$ cat config.mk
export PLATFORM = sky130hd
export DESIGN_NAME = row_shifter_flat
export DESIGN_NICKNAME = d
export VERILOG_FILES = /design/src/rtl/row_shifter_if.sv /design/src/rtl/row_shifter.sv /design/src/flat_wrapper.sv
export SDC_FILE = /design/constraint.sdc
export NUM_CORES = 1
export LEC_CHECK = 0
export BUFFER_PORTS_ARGS = -buffer_cell sky130_fd_sc_hd__buf_2
export CAP_MARGIN = 20
export CORE_UTILIZATION = 44
export CTS_BUF_LIST = sky130_fd_sc_hd__clkbuf_4 sky130_fd_sc_hd__clkbuf_8 sky130_fd_sc_hd__clkbuf_16
export CTS_CLUSTER_DIAMETER = 50
export DETAILED_ROUTE_END_ITERATION = 8
export PLACE_DENSITY = 0.87
export SETUP_SLACK_MARGIN = 0.05
export SLEW_MARGIN = 0
export SYNTH_ARGS = -nofsm -noshare
export SYNTH_HDL_FRONTEND = slang
export SYNTH_SLANG_ARGS = --single-unit
$ cat constraint.sdc
create_clock -name clk -period 3.9 [get_ports clk]
set_input_delay 0.39 -clock clk [delete_from_list [all_inputs] [get_ports clk]]
set_output_delay 0.39 -clock clk [all_outputs]
set_load 0.05 [all_outputs]
$ cat src/rtl/row_shifter_if.sv
// Board-side bus of the row shifter: controller handshake plus the row memory
// read/write ports. The shifter is the master; controller and memory are the slave side.
interface row_shifter_if #(
    parameter int WIDTH = 10,
    parameter int ROW_W = 5
);
    logic             restart;
    logic             clear;
    logic [ROW_W-1:0] row;
    logic [ROW_W-1:0] rd_addr;
    logic [WIDTH-1:0] rd_data;
    logic             wr_en;
    logic [ROW_W-1:0] wr_addr;
    logic [WIDTH-1:0] wr_data;
    logic             busy;
    logic             shift_done;

    modport master (
        input  restart, clear, row, rd_data,
        output rd_addr, wr_en, wr_addr, wr_data, busy, shift_done
    );

    modport slave (
        output restart, clear, row, rd_data,
        input  rd_addr, wr_en, wr_addr, wr_data, busy, shift_done
    );
endinterface

$ cat src/rtl/row_shifter.sv
// Removes one board row by copying every row above it down one slot,
// bottom-up, then blanking the top row; owns the memory write port while busy.
module row_shifter #(
    parameter int WIDTH  = 10,
    parameter int HEIGHT = 20,
    parameter int ROW_W  = 5
) (
    input  logic          clk,
    input  logic          reset,
    row_shifter_if.master bus
);
    localparam logic [ROW_W-1:0] LAST_ROW  = ROW_W'(HEIGHT - 1);
    localparam logic [ROW_W-1:0] ONE_ROW   = ROW_W'(1);
    localparam logic [WIDTH-1:0] EMPTY_ROW = '0;

    typedef enum logic [2:0] {
        S_IDLE,
        S_READ,
        S_WRITE,
        S_TOP,
        S_DONE
    } state_t;

    state_t           state, state_next;
    logic [ROW_W-1:0] cur, cur_next;
    logic [ROW_W-1:0] row_clamped;

    assign row_clamped = (bus.row > LAST_ROW) ? LAST_ROW : bus.row;

    // NOTE: state registers use non-blocking assignments so every flop samples
    // the pre-edge values of its peers, independent of process ordering.
    always_ff @(posedge clk) begin
        if (reset) begin
            state <= S_IDLE;
            cur   <= '0;
        end else begin
            state <= state_next;
            cur   <= cur_next;
        end
    end

    // NOTE: every output of this block gets a default first, so no path through
    // the case statement can leave a signal unassigned and infer a latch.
    always_comb begin
        state_next     = state;
        cur_next       = cur;
        bus.rd_addr    = '0;
        bus.wr_en      = 1'b0;
        bus.wr_addr    = '0;
        bus.wr_data    = '0;
        bus.busy       = 1'b0;
        bus.shift_done = 1'b0;

        case (state)
            S_IDLE: begin
                if (bus.clear) begin
                    cur_next   = row_clamped;
                    state_next = (row_clamped == '0) ? S_TOP : S_READ;
                end
            end
            S_READ: begin
                bus.busy    = 1'b1;
                bus.rd_addr = cur - ONE_ROW;
                state_next  = S_WRITE;
            end
            S_WRITE: begin
                // rd_data holds the row above cur, fetched during S_READ
                bus.busy    = 1'b1;
                bus.wr_en   = 1'b1;
                bus.wr_addr = cur;
                bus.wr_data = bus.rd_data;
                cur_next    = cur - ONE_ROW;
                state_next  = (cur == ONE_ROW) ? S_TOP : S_READ;
            end
            S_TOP: begin
                bus.busy    = 1'b1;
                bus.wr_en   = 1'b1;
                bus.wr_data = EMPTY_ROW;
                state_next  = S_DONE;
            end
            S_DONE: begin
                bus.shift_done = 1'b1;
                if (!bus.clear) state_next = S_IDLE;
            end
            default: state_next = S_IDLE;
        endcase

        // Soft reset wins over everything and blocks the write in flight.
        if (bus.restart) begin
            state_next  = S_IDLE;
            cur_next    = '0;
            bus.wr_en   = 1'b0;
            bus.wr_addr = '0;
            bus.wr_data = '0;
        end
    end
endmodule

$ cat src/flat_wrapper.sv
// flat-port wrapper written by rule: the top's interface ports become plain ports
module row_shifter_flat 
#(
    parameter int WIDTH  = 10,
    parameter int HEIGHT = 20,
    parameter int ROW_W  = 5
)
  (clk, reset, bus_restart, bus_clear, bus_row, bus_rd_data, bus_rd_addr, bus_wr_en, bus_wr_addr, bus_wr_data, bus_busy, bus_shift_done);
  row_shifter_if #(.WIDTH(WIDTH), .ROW_W(ROW_W)) bus_i ();
  input  logic clk;
  input  logic reset;
  input wire logic [$bits(bus_i.restart)-1:0] bus_restart;
  input wire logic [$bits(bus_i.clear)-1:0] bus_clear;
  input wire logic [$bits(bus_i.row)-1:0] bus_row;
  input wire logic [$bits(bus_i.rd_data)-1:0] bus_rd_data;
  output wire logic [$bits(bus_i.rd_addr)-1:0] bus_rd_addr;
  output wire logic [$bits(bus_i.wr_en)-1:0] bus_wr_en;
  output wire logic [$bits(bus_i.wr_addr)-1:0] bus_wr_addr;
  output wire logic [$bits(bus_i.wr_data)-1:0] bus_wr_data;
  output wire logic [$bits(bus_i.busy)-1:0] bus_busy;
  output wire logic [$bits(bus_i.shift_done)-1:0] bus_shift_done;
  assign bus_i.restart = bus_restart;
  assign bus_i.clear = bus_clear;
  assign bus_i.row = bus_row;
  assign bus_i.rd_data = bus_rd_data;
  assign bus_rd_addr = bus_i.rd_addr;
  assign bus_wr_en = bus_i.wr_en;
  assign bus_wr_addr = bus_i.wr_addr;
  assign bus_wr_data = bus_i.wr_data;
  assign bus_busy = bus_i.busy;
  assign bus_shift_done = bus_i.shift_done;
  row_shifter #(.WIDTH(WIDTH), .HEIGHT(HEIGHT), .ROW_W(ROW_W)) u_core (.clk(clk), .reset(reset), .bus(bus_i));
endmodule
Word level (Yosys, flattened, before mapping)
Cells that the tools add are included.
{"block": "word_totals", "word_cells": 36, "register_bits": 8, "out_inout_bits": 23}
{"block": "op_classes", "add_sub_neg": 1, "n_lt_le_gt_ge": 1, "reduce_logical": 8, "muxes": 17, "n_eq_ne": 7}
{"op": "2-to-1 mux 5 bit", "n": 5}
{"op": "2-to-1 mux 10 bit", "n": 2}
{"op": "one-hot mux 3 bit (5 select lines)", "n": 1}
{"op": "one-hot mux 5 bit (2 select lines)", "n": 1}
{"op": "equality test 3 x 2 -> 1 bit (second input constant)", "n": 2}
{"op": "2-to-1 mux 3 bit", "n": 2}
{"op": "equality test 5 x 1 -> 1 bit (second input constant)", "n": 1}
{"op": "greater-than comparator 5 bit (second input constant)", "n": 1}
{"op": "logical NOT 5 bit", "n": 1}
{"op": "subtractor 5 x 1 -> 5 bit (second input constant)", "n": 1}
{"op": "2-to-1 mux 1 bit", "n": 4}
{"op": "2-to-1 mux 2 bit", "n": 2}
{"op": "inequality test 2 bit (second input constant)", "n": 2}
{"op": "AND reduction 2 bit", "n": 2}
{"op": "OR reduction 2 bit", "n": 2}
{"op": "equality test 3 x 1 -> 1 bit (second input constant)", "n": 1}
{"op": "equality test 3 bit (second input constant)", "n": 1}
{"op": "logical NOT 3 bit", "n": 1}
{"op": "OR reduction 3 bit", "n": 1}
{"op": "nonzero test 2 bit", "n": 1}

Logic depth before layout (Yosys ltp)
{"block": "depth", "word_depth": 6, "ltp_mapped": 6, "mapped_depth_nobuf": 5}

Worst setup path before layout
OpenSTA, ideal clock, no wires.
{"block": "synth_path", "path_type": "reg-to-output", "startpoint": "register u_core.state[1]", "endpoint": "output bus_wr_addr[0]", "arrival_time_ns": 1.961, "path_buffers": 2, "required_time_ns": 3.510, "stages_incl_launch_ff": 5, "path_slack_ns": 1.549, "path_cell_list": "dfxtp_1 buf_4 or3b_1 buf_6 nor3_1"}
{"block": "synth_via", "elab_chain_cells": 3}
{"item": "start: declaration", "line_no": "row_shifter.sv:24", "rtl": "state_t state, state_next;"}
{"item": "start signal: assignment", "line_no": "row_shifter.sv:37", "rtl": "state <= state_next;"}
{"item": "equality test 3 x 2 -> 1 bit", "line_no": "row_shifter.sv:54", "rtl": "case (state)"}
{"item": "2-to-1 mux 5 bit", "line_no": "row_shifter.sv:54"}
{"item": "2-to-1 mux 5 bit", "line_no": "row_shifter.sv:89", "rtl": "if (bus.restart) begin"}
{"item": "end: declaration", "line_no": "flat_wrapper.sv:18", "rtl": "output wire logic [$bits(bus_i.wr_addr)-1:0] bus_wr_addr;"}
Every way passes these cells.

Final worst setup path
{"block": "layout_path", "startpoint": "register u_core.state[1]", "endpoint": "output bus_wr_data[6]"}
{"block": "layout_via", "elab_chain_cells": 3}
{"item": "equality test 3 x 2 -> 1 bit", "line_no": "row_shifter.sv:54"}
{"item": "2-to-1 mux 10 bit", "line_no": "row_shifter.sv:54"}
{"item": "2-to-1 mux 10 bit", "line_no": "row_shifter.sv:89"}
{"item": "end: declaration", "line_no": "flat_wrapper.sv:19", "rtl": "output wire logic [$bits(bus_i.wr_data)-1:0] bus_wr_data;"}
Every way passes these cells.

==> results.md <==
Detailed routing:
- The starting DRC count in detailed routing is 20.
- The final layout contains routed wiring with a total length of just under 2000 um.
- In the routed layout, each cell is associated on average with a via count of 5.81.
- The vias after detailed routing is about 840.
- The remaining antenna violation count is 0.
- The length of the first detailed-routing pass in iterations is 4.
- The DRC violations left is 0.
- The wire length per cell is about 13 um.

CTS:
- The number of sinks driven by the clock tree is 8.
- Counting the buffers created by CTS gives 3.
- The TritonCTS clock tree is yes.
- The post-cts resize count is 0.
- In this run the deepest clock path goes through 2 buffers.
- The deepest level of the CTS H-tree is 1.
- The clock root buffer master is sky130_fd_sc_hd__clkbuf_4.
- The clock transition at the registers of the reported paths is 0.06 ns.
- The clock latency at the later pin of the worst-skew pair is around 0.26 ns.
- In this run, post-CTS hold repair placed 0 buffers.
- Buffers added to address setup during post-CTS repair amount to 0.

Global route:
- The global route total overflow is 0.
- The first global-routing pass estimated about 2800 um of wire.
- In the global route stage, met1 resource usage came out at between 20% and 30%.
- For met3 alone, demand over resource in global routing was under 10%.
- The global routing stage identified its most utilized layer as met2.
- The number of global-route vias before repair is 711.
- Global routing used slightly above 50% of the available met2 tracks.
- The total routing resource utilization after global routing is between 20% and 30%.
- The maximum number of pins on one net before global-route repair is 12.
- The number of antenna violations at the first check in global routing came to 0.

Yosys:
- By area, the combinational part of the netlist is dominated by simple AND/OR/NAND/NOR gates.
- After synthesis the netlist holds a flip-flop and latch count of 8.
- In the synthesized netlist, the number of instances is between 90 and 100.
- Yosys attributes the largest share of cell area to sky130_fd_sc_hd__dfxtp_1, sky130_fd_sc_hd__and2_1, sky130_fd_sc_hd__nor2_1.
- The most instantiated library cell after synthesis is sky130_fd_sc_hd__nor2_1.
- The largest total area in the synthesized netlist belongs to sky130_fd_sc_hd__dfxtp_1.
- The post-synthesis async set-or-reset flop share is 0%.
- Summing the sequential cell areas from Yosys gives between 20% and 30% of the chip area.
- By count the netlist is led by sky130_fd_sc_hd__nor2_1, sky130_fd_sc_hd__and2_1, sky130_fd_sc_hd__dfxtp_1, sky130_fd_sc_hd__nor3_1.
- The area of the mapped netlist is about 650 sq um.
- For this run, the number of Yosys warnings is 0.
- After Yosys synthesis, full adders, half adders and majority gates account for under 10% of the synthesized area.
- The most used flip-flop cell after synthesis is sky130_fd_sc_hd__dfxtp_1.
- The synthesized netlist devotes 4.02% of its cell area to XOR and XNOR gates.
- Summing the areas of all compound-gate instances in the mapped netlist gives around 16% of the synthesized area.
- The number of different library cells used by synthesis comes to 33.
- Measured against the total synthesized area, the mux share comes to 0%.
- The share of the synthesized area in the top cell type is between 20% and 30%.
- The number of nets in the synthesized netlist is between 100 and 150.
- The count of flip-flops with a built-in enable after synthesis is 0.
- The fraction of the mapped netlist area in simple logic gates is 43.9%.
- The mean cell area of the mapped netlist is 7.10 sq um.

Placed design:
- In this run the cell area measured after placement is about 840 sq um.
- The number of buffers added on ports is 41.
- The weighted congestion at the end of routability-driven global placement is 0.860.
- The worst slack after detailed placement is around 1.7 ns.
- After legalization and detailed placement, the total HPWL measured 1470 um.

STA:
- After layout, the worst setup slack is 1.39 ns.
- The final critical path takes up ~64% of the cycle.
- The final-report hold violation count is 0.
- Setup repair after global routing left no endpoint under its margin.
- The number of slew-limit violations in the final report is 0.
- The clock skew is around 0.0026 ns.
- At the pin with the least slew margin, the transition time is approximately 0.57 ns.
- Adding up every negative setup slack in the final design gives 0 ns.
- Setup violations remaining at the end of the flow were counted as 0.
- The relative slew slack is about three fifths.
- The achievable clock frequency is 398 MHz.
- The shortest clock period the worst path allows after layout is 2.51 ns.

Finish:
- The finished cells cover 866 sq um.
- After the last flow step, the layout net total stands at between 150 and 200.
- The area growth from synthesis to layout is 32.6%.
- In the final layout, flip-flops and latches occupy about 160 sq um.
- The multi-input combinational cells in the finished layout cover a total of ~440 sq um.
- Counting the fill cells in the layout gives approximately 120.
- The repair_antennas step left the layout with diodes totalling 0.
- The post-route core utilization is 64.9%.
- The share of post-route cells with drive strength above 1 is 35.4%.

Floorplan:
- In this run the count of I/O pins placed on the die edge is 42.
- The die boundary height is between 40 and 50 um.
- The die footprint is between 1500 and 2000 sq um.
- In this run the standard cell core region covers 1330 sq um.
- The standard-cell row count is 13.
- For this configuration, the core starts out at a cell density of approximately 49%.
- The width of the chip is 40.5 um.

Critical path:
- The worst setup path is of the flip-flop to primary output kind.
- For the worst setup path, the data arrival time is about 2.1 ns.
- The worst setup path is launched from a flip-flop.
- Of all nets on the critical path, the largest fanout is 11.
- The worst register-to-register path begins at u_core.state[1].
- The most critical setup path has its startpoint at u_core.state[1].
- The type of element capturing the critical path is a primary output.
- The data required time at the worst endpoint is 3.51 ns.

Pwr:
- In this run the power density over the cells is 244 nW/um^2.
- The register share of total power is 41.5%.
- In this run switching power makes up roughly a third of total power.
- The clock network burns approximately a third of the power.
- The total power is 211 uW.
- The switching component of the power is 71.5 uW.
- The leakage power is around 0.44 nW.
- The portion of total power attributed to combinational logic is approximately 27%.
- The maximum vdd drop is about 120 uV.
- The internal portion of the total power is between 100 and 150 uW.

Min path:
- The kind of path behind the tightest hold check is primary input to flip-flop.
- The startpoint identified for the worst hold timing path is bus_clear.

Job:
- The count of maximum capacitance violations is 0.

Outcome:
- The run finished with clean final reports.
-- flip-flops by register name, summed over array words and instances, names as in the netlist --
name          flops
u_core.cur        5
u_core.state      3
-- metrics by stage --
| step | hold slack (ns) | cells |
|---|---|---|
| floorplan | 0.489 | 92 |
| global placement | 0.514 | 142 |
| detailed placement | 0.515 | 142 |
| CTS | 0.405 | 145 |
| global route | 0.419 | 145 |
| finish | 0.404 | 145 |
-- critical path, cell delays in order, from the launching register on --
cell and delay, ns:
sky130_fd_sc_hd__dfxtp_1 0.46, sky130_fd_sc_hd__or3b_1 0.55, sky130_fd_sc_hd__nor2_1 0.41, sky130_fd_sc_hd__and2_1 0.19
sky130_fd_sc_hd__buf_2 0.26
-- area by class of cell --
| type | instances | area share (%) |
|---|---|---|
| multi-input combinational | 74 | 51.3 |
| timing repair buffer | 41 | 23.7 |
| sequential | 8 | 18.5 |
| clock buffer | 3 | 2.60 |
| tap | 15 | 2.17 |
| inverter | 4 | 1.73 |
-- power by group through the flow --
| stage | logic [mW] | registers [mW] | clock network [mW] |
|---|---|---|---|
| floorplan | 0.0383 | 0.0882 | 0 |
| global placement | 0.0549 | 0.0892 | 0 |
| detailed placement | 0.0562 | 0.0893 | 0 |
| CTS | 0.0567 | 0.0875 | 0.0666 |
| global route | 0.0618 | 0.0880 | 0.0687 |
| finish | 0.0572 | 0.0877 | 0.0665 |
-- final timing paths --
path | to | slack (ns) | cells after the start
max | bus_wr_data[6] | 1.39 | 4
min | u_core.state[2] | 0.40 | 3
max reg2reg | u_core.cur[4] | 2.24 | 3
min reg2reg | u_core.cur[3] | 0.52 | 2
-- logic make-up after synthesis --
| kind of cell | count (synthesis) |
|---|---|
| AOI/OAI and AO/OA | 16 |
| buffers and inverters | 10 |
| DFF | 8 |
| adders and majority gates | 2 |
| xor gates and xnor gates | 3 |
| and+or+nand+nor | 53 |
-- layer usage --
layer  part of all wire [%]  up-vias
li1                       -      398
met1                     38      375
met2                     50       63
met3                     10        6
met4                    1.7        0
met5                      0        -
-- layout by cell type, fill, tap and decap left out --
master / n
sky130_fd_sc_hd__nor3_1: 8
sky130_fd_sc_hd__ha_1: 2
sky130_fd_sc_hd__clkbuf_4: 3
sky130_fd_sc_hd__and2b_1: 1
sky130_fd_sc_hd__nand4b_1: 1
sky130_fd_sc_hd__a32oi_1: 3
sky130_fd_sc_hd__or3b_2: 1
sky130_fd_sc_hd__a21oi_1: 3
sky130_fd_sc_hd__nand3_1: 2
sky130_fd_sc_hd__a21o_1: 1
sky130_fd_sc_hd__o21ai_1: 1
sky130_fd_sc_hd__inv_1: 4
sky130_fd_sc_hd__a211oi_1: 1
sky130_fd_sc_hd__xnor2_1: 2
sky130_fd_sc_hd__buf_2: 41
sky130_fd_sc_hd__or2_2: 1
sky130_fd_sc_hd__and2_1: 13
sky130_fd_sc_hd__xor2_1: 1
sky130_fd_sc_hd__o2111ai_1: 1
sky130_fd_sc_hd__a31oi_1: 2
sky130_fd_sc_hd__or4_1: 1
sky130_fd_sc_hd__nand2b_1: 1
sky130_fd_sc_hd__and3b_1: 1
sky130_fd_sc_hd__nor3b_1: 1
sky130_fd_sc_hd__nand2_1: 3
sky130_fd_sc_hd__nor2_1: 16
sky130_fd_sc_hd__o21ai_0: 3
sky130_fd_sc_hd__or3_1: 1
sky130_fd_sc_hd__o41ai_1: 1
sky130_fd_sc_hd__dfxtp_1: 8
sky130_fd_sc_hd__or3b_1: 1
sky130_fd_sc_hd__nand3b_1: 1
(Power assumes the default switching activity.)
